**src/rtl/if_stage_nw.sv**
```systemverilog
`timescale 1ns/1ps
`default_nettype none
// ============================================================================
//  Module   : if_stage_nw
//  Purpose  : Instruction-fetch stage. It fetches 64-bit instruction lines,
//             buffers {IR,PC} pairs in a circular queue, and presents up to
//             FETCH_WIDTH in-order lanes to dispatch.
//  Ports    : clock, reset (async, active-low)
//             Imem2proc_data/valid     - instruction line from memory
//             dispatch_num_in          - lanes consumed this cycle
//             redirect_en_in/pc_in     - flush and redirect fetch
//             proc2Imem_addr           - line address of the fetch PC
//             if_IR_out/if_PC_out      - per-lane instruction and PC
//             if_valid_out/if_count_out- lane valids, queue occupancy
//  Revision : 1.0 - initial release
// ============================================================================
module if_stage_nw #(
    parameter int          FETCH_WIDTH = 2,
    parameter int          BUF_DEPTH   = 8,
    parameter logic [63:0] RESET_PC    = 64'h0
) (
    input  logic                      clock,
    input  logic                      reset,
    input  logic [63:0]               Imem2proc_data,
    input  logic                      Imem2proc_valid,
    input  logic [$clog2(FETCH_WIDTH+1)-1:0] dispatch_num_in,
    input  logic                      redirect_en_in,
    input  logic [63:0]               redirect_pc_in,
    output logic [63:0]               proc2Imem_addr,
    output logic [32*FETCH_WIDTH-1:0] if_IR_out,
    output logic [64*FETCH_WIDTH-1:0] if_PC_out,
    output logic [FETCH_WIDTH-1:0]    if_valid_out,
    output logic [$clog2(BUF_DEPTH+1)-1:0] if_count_out
);

    localparam int CW = $clog2(FETCH_WIDTH+1);
    localparam int QW = $clog2(BUF_DEPTH+1);
    localparam int AW = (BUF_DEPTH > 1) ? $clog2(BUF_DEPTH) : 1;

    localparam logic [QW-1:0] c_depth = QW'(BUF_DEPTH);
    localparam logic [QW-1:0] c_fw    = QW'(FETCH_WIDTH);

    // Architectural state
    logic [63:0]   r_pc;
    logic [AW-1:0] r_head;
    logic [AW-1:0] r_tail;
    logic [QW-1:0] r_count;

    // Queue storage; never read unless count marks the entry live, so it
    // carries no reset.
    logic [31:0]   r_ir_mem [BUF_DEPTH];
    logic [63:0]   r_pc_mem [BUF_DEPTH];

    // Next-state and control
    logic [63:0]   w_pc_nxt;
    logic [AW-1:0] w_head_nxt;
    logic [AW-1:0] w_tail_nxt;
    logic [QW-1:0] w_count_nxt;
    logic [QW-1:0] w_n_push;
    logic [QW-1:0] w_free;
    logic [QW-1:0] w_pop;
    logic          w_push;
    logic          w_wr1_en;
    logic [31:0]   w_wr0_ir;
    logic [AW-1:0] w_tail_p1;

    always_comb begin
        // An unaligned PC (bit 2 set) only has the upper word left in its line.
        w_n_push = r_pc[2] ? QW'(1) : QW'(2);
        w_free   = c_depth - r_count;
        // Space is judged on the pre-pop count, so a full queue stalls even
        // when dispatch drains entries in the same cycle.
        w_push   = Imem2proc_valid && (w_free >= w_n_push) && !redirect_en_in;
        w_wr1_en = w_push && !r_pc[2];
        w_wr0_ir = r_pc[2] ? Imem2proc_data[63:32] : Imem2proc_data[31:0];
        w_tail_p1 = r_tail + AW'(1);

        // Pop clamped to what is actually present and to the lane count.
        w_pop = QW'(dispatch_num_in);
        if (w_pop > r_count) w_pop = r_count;
        if (w_pop > c_fw)    w_pop = c_fw;

        w_pc_nxt    = r_pc;
        w_tail_nxt  = r_tail;
        w_head_nxt  = r_head + AW'(w_pop);
        w_count_nxt = r_count - w_pop;

        if (w_push) begin
            w_pc_nxt    = r_pc + {{(64-QW-2){1'b0}}, w_n_push, 2'b00};
            w_tail_nxt  = r_tail + AW'(w_n_push);
            w_count_nxt = r_count - w_pop + w_n_push;
        end

        if (redirect_en_in) begin
            w_pc_nxt    = redirect_pc_in & ~64'h3;
            w_head_nxt  = '0;
            w_tail_nxt  = '0;
            w_count_nxt = '0;
        end
    end

    always_ff @(posedge clock or negedge reset) begin
        if (!reset) begin
            r_pc    <= RESET_PC;
            r_head  <= '0;
            r_tail  <= '0;
            r_count <= '0;
        end else begin
            r_pc    <= w_pc_nxt;
            r_head  <= w_head_nxt;
            r_tail  <= w_tail_nxt;
            r_count <= w_count_nxt;
        end
    end

    always_ff @(posedge clock) begin
        if (w_push) begin
            r_ir_mem[r_tail] <= w_wr0_ir;
            r_pc_mem[r_tail] <= r_pc;
        end
        if (w_wr1_en) begin
            r_ir_mem[w_tail_p1] <= Imem2proc_data[63:32];
            r_pc_mem[w_tail_p1] <= r_pc + 64'd4;
        end
    end

    assign proc2Imem_addr = r_pc & ~64'h7;
    assign if_count_out   = r_count;

    // Lane i shows the entry i places behind head, wrapping with the pointer.
    for (genvar gi = 0; gi < FETCH_WIDTH; gi++) begin : g_lane
        logic [AW-1:0] w_idx;
        logic          w_vld;
        assign w_idx = r_head + AW'(gi);
        assign w_vld = (r_count > QW'(gi));
        assign if_valid_out[gi]      = w_vld;
        assign if_IR_out[32*gi +: 32] = w_vld ? r_ir_mem[w_idx] : 32'h0;
        assign if_PC_out[64*gi +: 64] = w_vld ? r_pc_mem[w_idx] : 64'h0;
    end

endmodule
`default_nettype wire

```
**config.mk**
```make
export PLATFORM = sky130hd
export DESIGN_NAME = if_stage_nw
export DESIGN_NICKNAME = d
export VERILOG_FILES = /design/src/rtl/if_stage_nw.sv
export SDC_FILE = /design/constraint.sdc
export NUM_CORES = 2
export LEC_CHECK = 0
export CAP_MARGIN = 0
export CORE_ASPECT_RATIO = 0.75
export CORE_MARGIN = 2
export CORE_UTILIZATION = 55
export CTS_CLUSTER_DIAMETER = 200
export DETAILED_ROUTE_END_ITERATION = 16
export PLACE_DENSITY = 0.79
export SYNTH_ARGS = -nofsm -noshare
export SYNTH_HDL_FRONTEND = slang
export SYNTH_SLANG_ARGS = --single-unit
```
**constraint.sdc**
```tcl
create_clock -name clock -period 14.3 [get_ports clock]
set_clock_uncertainty 0.1 [all_clocks]
set_input_delay 2.86 -clock clock [delete_from_list [all_inputs] [get_ports clock]]
set_output_delay 2.86 -clock clock [all_outputs]
set_load 0.03 [all_outputs]
```
Word level (Yosys, flattened, before mapping) --
Memory sizes are Yosys's and may differ from the RTL's. Cells that the tools add are included.
Word-level totals: memory bits (writable) 768, bits in registers 74, word-level logic and storage cells 45, memories 2, input port bits 134, output and inout bits 262
Cells by class: multiplexer cells 19, add/sub/neg operators 9, reduce and logical (&&, ||, !) cells 6, magnitude comparators 5
Memories:
- r_pc_mem | words 8, bits a word 64, read ports 2, clocked after Yosys merged registers in 0, write ports 2, line 52 | logic [63:0] r_pc_mem [BUF_DEPTH];
- r_ir_mem | words 8, bits a word 32, read ports 2, clocked after Yosys merged registers in 0, write ports 2, line 51 | logic [31:0] r_ir_mem [BUF_DEPTH];
Operator list (count):
- 64-bit two-way mux | 4
- 32-bit two-way mux | 3
- 64-bit by 3-bit adder with 64-bit output, second input constant | 1
- 64-bit by 4-bit adder with 64-bit output | 1
- 4-bit two-way mux | 4
- 3-bit two-way mux | 3
- 4-bit by 1-bit greater-than comparator with 1-bit output, second input constant | 2
- 3-bit by 1-bit adder with 3-bit output, second input constant | 2
- 4-bit by 2-bit adder with 4-bit output | 1
- 4-bit by 2-bit greater-or-equal comparator with 1-bit output | 1
- 2-bit by 4-bit greater-than comparator with 1-bit output | 1
- 4-bit by 2-bit greater-than comparator with 1-bit output, second input constant | 1
- 1-bit two-way mux | 4
- 4-bit subtractor | 1
- 4-bit subtractor, first input constant | 1
- 3-bit by 2-bit adder with 3-bit output | 1
- 3-bit adder | 1
- 1-bit logical AND | 3
- 1-bit logical NOT | 2
- 2-bit two-way mux | 1
- 2-bit nonzero test | 1

Longest topological paths before layout --
word-level depth 8, depth in mapped cells 15, gate-level depth less buffers 15

Least setup slack after synthesis --
OpenSTA, ideal clock, no wires.
path type input -> register, from input port Imem2proc_valid, to memory r_ir_mem[1][0], enable pin, data arrival time 12840 ps, data required time 13398 ps, setup slack 558 ps, setup time 802 ps, cell stages on the path 4, cells stage by stage o21ai_1 -> buf_2 -> buf_2 -> o41ai_1
RTL lines:
- start, declared | line 25 | input logic Imem2proc_valid,
- end, declared | line 51

Final worst setup path --
from register r_head[0], to output port if_PC_out[68]
On the way: longest elaborated chain between the ends 3
RTL lines:
- start, declared | line 45 | logic [AW-1:0] r_head;
- start signal, assigned | line 110 | r_head <= w_head_nxt;
- 3-bit by 1-bit adder with 3-bit output | line 134 | assign w_idx = r_head + AW'(gi);
- memory 8 x 64 bit
- 64-bit two-way mux | line 138 | assign if_PC_out[64*gi +: 64] = w_vld ? r_pc_mem[w_idx] : 64'h0;
- end, declared | line 31 | output logic [64*FETCH_WIDTH-1:0] if_PC_out,
No other way between the ends.

==> impl_metrics.prom <==
# TYPE chip_impl_metric gauge
chip_impl_info{name="status",value="completed"} 1
chip_impl_metric{name="routedWlPerCell",unit="um"} 28.7
chip_impl_metric{name="p_leak",unit="nW"} 17.6
chip_impl_metric{name="h-tree-depth",unit=""} 3
chip_impl_metric{name="post-cts-setup-buffer-count",unit=""} 0
chip_impl_metric{name="remaining_drc_errors",unit=""} 0
chip_impl_metric{name="synthesis.instances",unit=""} 3917
chip_impl_metric{name="arrival_time_worst_endpoint",unit="ns"} 5.62
chip_impl_metric{name="gr-usage-met2",unit="%"} 48.8
chip_impl_metric{name="io_buffers",unit=""} 386
chip_impl_metric{name="p_comb_share",unit="%"} 51.7
chip_impl_metric{name="power.ir.vdd_worst",unit="V"} 0.000264
chip_impl_metric{name="yosys_warnings",unit=""} 0
chip_impl_info{name="synth.area.top_cells",value="edfxtp_1 48%, mux4_2 18%, nor2_1 4.4%"} 1
chip_impl_metric{name="global_route.overflow_total",unit=""} 0
chip_impl_metric{name="seq_area_frac_synth",unit="%"} 51.7
chip_impl_metric{name="final_layout_size_suffix_gt1_share",unit="%"} 16.0
chip_impl_metric{name="global_route.usage.met1",unit="%"} 44.4
chip_impl_metric{name="die-height",unit="um"} 258
chip_impl_info{name="synth_largest_area_cell",value="edfxtp_1"} 1
chip_impl_info{name="setup.worst_path.start_class",value="flip-flop"} 1
chip_impl_metric{name="sw_frac_of_total",unit="%"} 41.2
chip_impl_info{name="cts_root_buf",value="clkbuf_16"} 1
chip_impl_metric{name="netlist-cell-type-count",unit=""} 55
chip_impl_metric{name="crit_fanout",unit=""} 58
chip_impl_metric{name="cts.sink_count",unit=""} 824
chip_impl_metric{name="die_width",unit="um"} 342
chip_impl_metric{name="post_cts_resize_count",unit=""} 0
chip_impl_info{name="cp-end-kind",value="output pin"} 1
chip_impl_metric{name="grt_first_pass_wirelength",unit="mm"} 210
chip_impl_metric{name="hold_viol_final",unit=""} 0
chip_impl_info{name="slowest_stage",value="dfrtp_4"} 1
chip_impl_metric{name="power_density",unit="nW/um^2"} 217
chip_impl_metric{name="globalRouteTotalUtil",unit="%"} 32.2
chip_impl_metric{name="drt-pass1-iter-count",unit=""} 6
chip_impl_metric{name="synth_edf_count",unit=""} 752
chip_impl_metric{name="clock_buffer_count_from_cts",unit=""} 84
chip_impl_metric{name="routed-via-count",unit=""} 33100
chip_impl_metric{name="io_pins",unit=""} 396
chip_impl_metric{name="drtAntennaViolNets",unit=""} 0
chip_impl_metric{name="power.switching",unit="W"} 0.00477
chip_impl_info{name="criticalPathCategory",value="reg2out"} 1
chip_impl_metric{name="clockPowerShare",unit="%"} 20.3
chip_impl_metric{name="row_count",unit=""} 92
chip_impl_metric{name="intPower",unit="W"} 0.00679
chip_impl_metric{name="cap_viol_max_count",unit=""} 0
chip_impl_metric{name="cts.hold.buffers_added",unit=""} 0
chip_impl_metric{name="slew-limit-headroom",unit="%"} 3.46
chip_impl_metric{name="clkSlewWorstSetupHoldPaths",unit="ns"} 0.06
chip_impl_metric{name="yosysTopAreaCellShare",unit="%"} 47.9
chip_impl_metric{name="yosys_register_bits",unit=""} 824
chip_impl_info{name="cell_chain_critical_path",value="ha_4, xor2_4, buf_4, buf_4, nand2_1, a21oi_1, clkdlybuf4s50_1"} 1
chip_impl_metric{name="detail_route.wirelength",unit="mm"} 143
chip_impl_metric{name="antenna_found_initial",unit=""} 10
chip_impl_metric{name="final.setup.tns",unit="ns"} 0
chip_impl_metric{name="layout.filler_cells",unit=""} 6196
chip_impl_metric{name="util_after_layout",unit="%"} 63.0
chip_impl_metric{name="netlist_area",unit="sq um"} 47200
chip_impl_metric{name="post_drt_via_cell_ratio",unit=""} 6.63
chip_impl_metric{name="synth_area_per_cell",unit="sq um"} 12.0
chip_impl_info{name="ys_dominant_reg_cell",value="edfxtp_1"} 1
chip_impl_metric{name="final_min_period_over_clock_period",unit="%"} 60.0
chip_impl_metric{name="grtUsageMet3",unit="%"} 9.76
chip_impl_metric{name="share_of_total_power_in_sequential_cells",unit="%"} 27.9
chip_impl_metric{name="syn2layout_area_growth",unit="%"} 12.9
chip_impl_metric{name="clock.fmax",unit="MHz"} 117
chip_impl_info{name="grt_setup_unrepaired",value="no"} 1
chip_impl_info{name="cp_common_cell",value="buf_4"} 1
chip_impl_metric{name="drt_iter0_markers",unit=""} 4839
chip_impl_info{name="cts_tree",value="built"} 1
chip_impl_metric{name="placeableCoreArea",unit="sq um"} 84500
chip_impl_metric{name="final_setup_violation_count",unit=""} 0
chip_impl_metric{name="async_reset_ff_share",unit="%"} 8.74
chip_impl_metric{name="final_period_minus_worst_setup_slack",unit="ns"} 8.58
chip_impl_metric{name="die_area",unit="sq um"} 88200
chip_impl_metric{name="first_global_vias",unit=""} 32600
chip_impl_metric{name="clock_tree.buffer_depth",unit=""} 3
chip_impl_metric{name="final-max-slew-violation-count",unit=""} 0
chip_impl_metric{name="crit_required",unit="ns"} 11.34
chip_impl_metric{name="grt_max_degree",unit=""} 126
chip_impl_metric{name="detail_placement_hpwl",unit="mm"} 85.4
chip_impl_metric{name="num-nets-final",unit=""} 3951
chip_impl_metric{name="finalWeightedCongestion",unit=""} 0.900
chip_impl_info{name="timing.hold.worst.class",value="reg2reg"} 1
chip_impl_info{name="busiest_layer",value="met2"} 1
chip_impl_metric{name="worst_slew_pin_slew",unit="ns"} 1.44
chip_impl_metric{name="insertion_delay_of_the_later_clocked_pin_in_the_worst_skew_pair",unit="ns"} 0.67
chip_impl_metric{name="initial_core_util",unit="%"} 55.8
chip_impl_metric{name="timing.critical_path.slowest_cell_delay",unit="ns"} 1.04
==> area by class of cell <==
class / count / area (sq um) / share of cell area [%]
clock buffer: 108 / 2310 / 4.35
sequential: 824 / 24400 / 45.8
tap: 1128 / 1410 / 2.65
timing repair buffer: 447 / 4340 / 8.15
clock inverter: 46 / 597 / 1.12
antenna: 7 / 17.5 / 0.0329
multi-input combinational: 2422 / 20100 / 37.8
inverter: 17 / 63.8 / 0.120
==> registers in the layout, indices dropped and copies added (netlist names) <==
name,cells
r_ir_mem,256
r_tail,3
r_head,3
r_pc,62
if_count_out,4
r_pc_mem,496
==> logic make-up (layout without fill, tap and decap cells) <==
logic type	count (synthesis)	count (layout)	share of synthesized area [%]
other cells	2	15	0.0159
fa+ha+maj	21	21	0.620
simple gates	1123	1123	9.97
flops	824	824	51.7
xor+xnor	312	312	5.79
compound gates	448	448	4.94
buf+inv	677	618	6.17
mux	510	510	20.8
==> through the flow <==
stage	instance area (sq um)	setup slack, ns	cells	hold WS, ns	total power (W)
global route	53300	5.57	4996	0.592	0.0120
detailed placement	50300	6.53	4838	0.512	0.00921
floorplan	47200	0.558	3923	0.460	0.00712
CTS	53200	5.83	4992	0.527	0.0116
finish	53300	5.72	4999	0.530	0.0116
global placement	50300	6.52	4838	0.504	0.00913
==> worst max-delay path, delay by kind of cell (launching register included) <==
family | cells | cell delay [ns]
simple gates | 1 | 0.16
fa+ha+maj | 1 | 0.29
flops | 1 | 1.04
compound gates | 1 | 0.49
xor+xnor | 1 | 0.72
buf+inv | 3 | 2.16
==> power groups by stage <==
stage               Sequential, W  Combinational [W]  Clock (W)
floorplan                 0.00315            0.00398          0
global placement          0.00325            0.00588          0
detailed placement        0.00328            0.00594          0
CTS                       0.00323            0.00597    0.00236
global route              0.00326            0.00626    0.00244
finish                    0.00323            0.00598    0.00235
==> cell usage after synthesis, types with 20 or more instances <==
library cell,count
dfrtp_1,72
nand2_1,394
nand3_1,38
xor2_1,187
o21ai_0,64
buf_2,74
xnor2_1,125
clkbuf_1,425
mux4_2,376
mux2i_1,126
buf_1,86
nor2_1,548
nor3_1,20
a21oi_1,359
edfxtp_1,752
nand4_1,34
buf_4,74
==> path summary, 6_finish.rpt <==
| check | from | end | slack, ns | cells past startpoint |
|---|---|---|---|---|
| setup / recovery | r_head[0] | if_PC_out[68] | 5.72 | 7 |
| hold / removal | r_pc[62] | r_pc[62] | 0.53 | 3 |
| setup reg to reg | if_count_out[0] | r_ir_mem[5][12] | 9.11 | 9 |
| hold reg to reg | r_pc[62] | r_pc[62] | 0.53 | 3 |
| max in group asynchronous | reset | r_head[0] | 10.94 | 1 |
| min in group asynchronous | reset | r_pc[15] | 2.30 | 1 |
==> layout by cell type (no fill, tap or decap), types with 10 or more instances in the layout <==
cell type / n
clkinv_1: 11
mux4_2: 376
inv_1: 16
dfrtp_1: 68
xor2_1: 186
nand2_1: 394
clkinv_2: 10
ha_1: 16
clkdlybuf4s50_1: 384
mux2i_1: 126
nand4_1: 34
and4_1: 16
o21ai_0: 60
clkbuf_16: 86
clkbuf_1: 14
xnor2_1: 124
a21oi_1: 359
nand3_1: 38
nor2_1: 548
edfxtp_1: 752
bufinv_16: 13
and3_1: 19
buf_4: 61
nor3_1: 20
==> per-layer routing <==
metal / wire [um] / share of wire [%]
met3: 20400 / 14
met5: 0 / 0
met2: 65200 / 45
met1: 52600 / 37
met4: 5190 / 3.6
No activity file was read; power rests on OpenSTA's default activity.
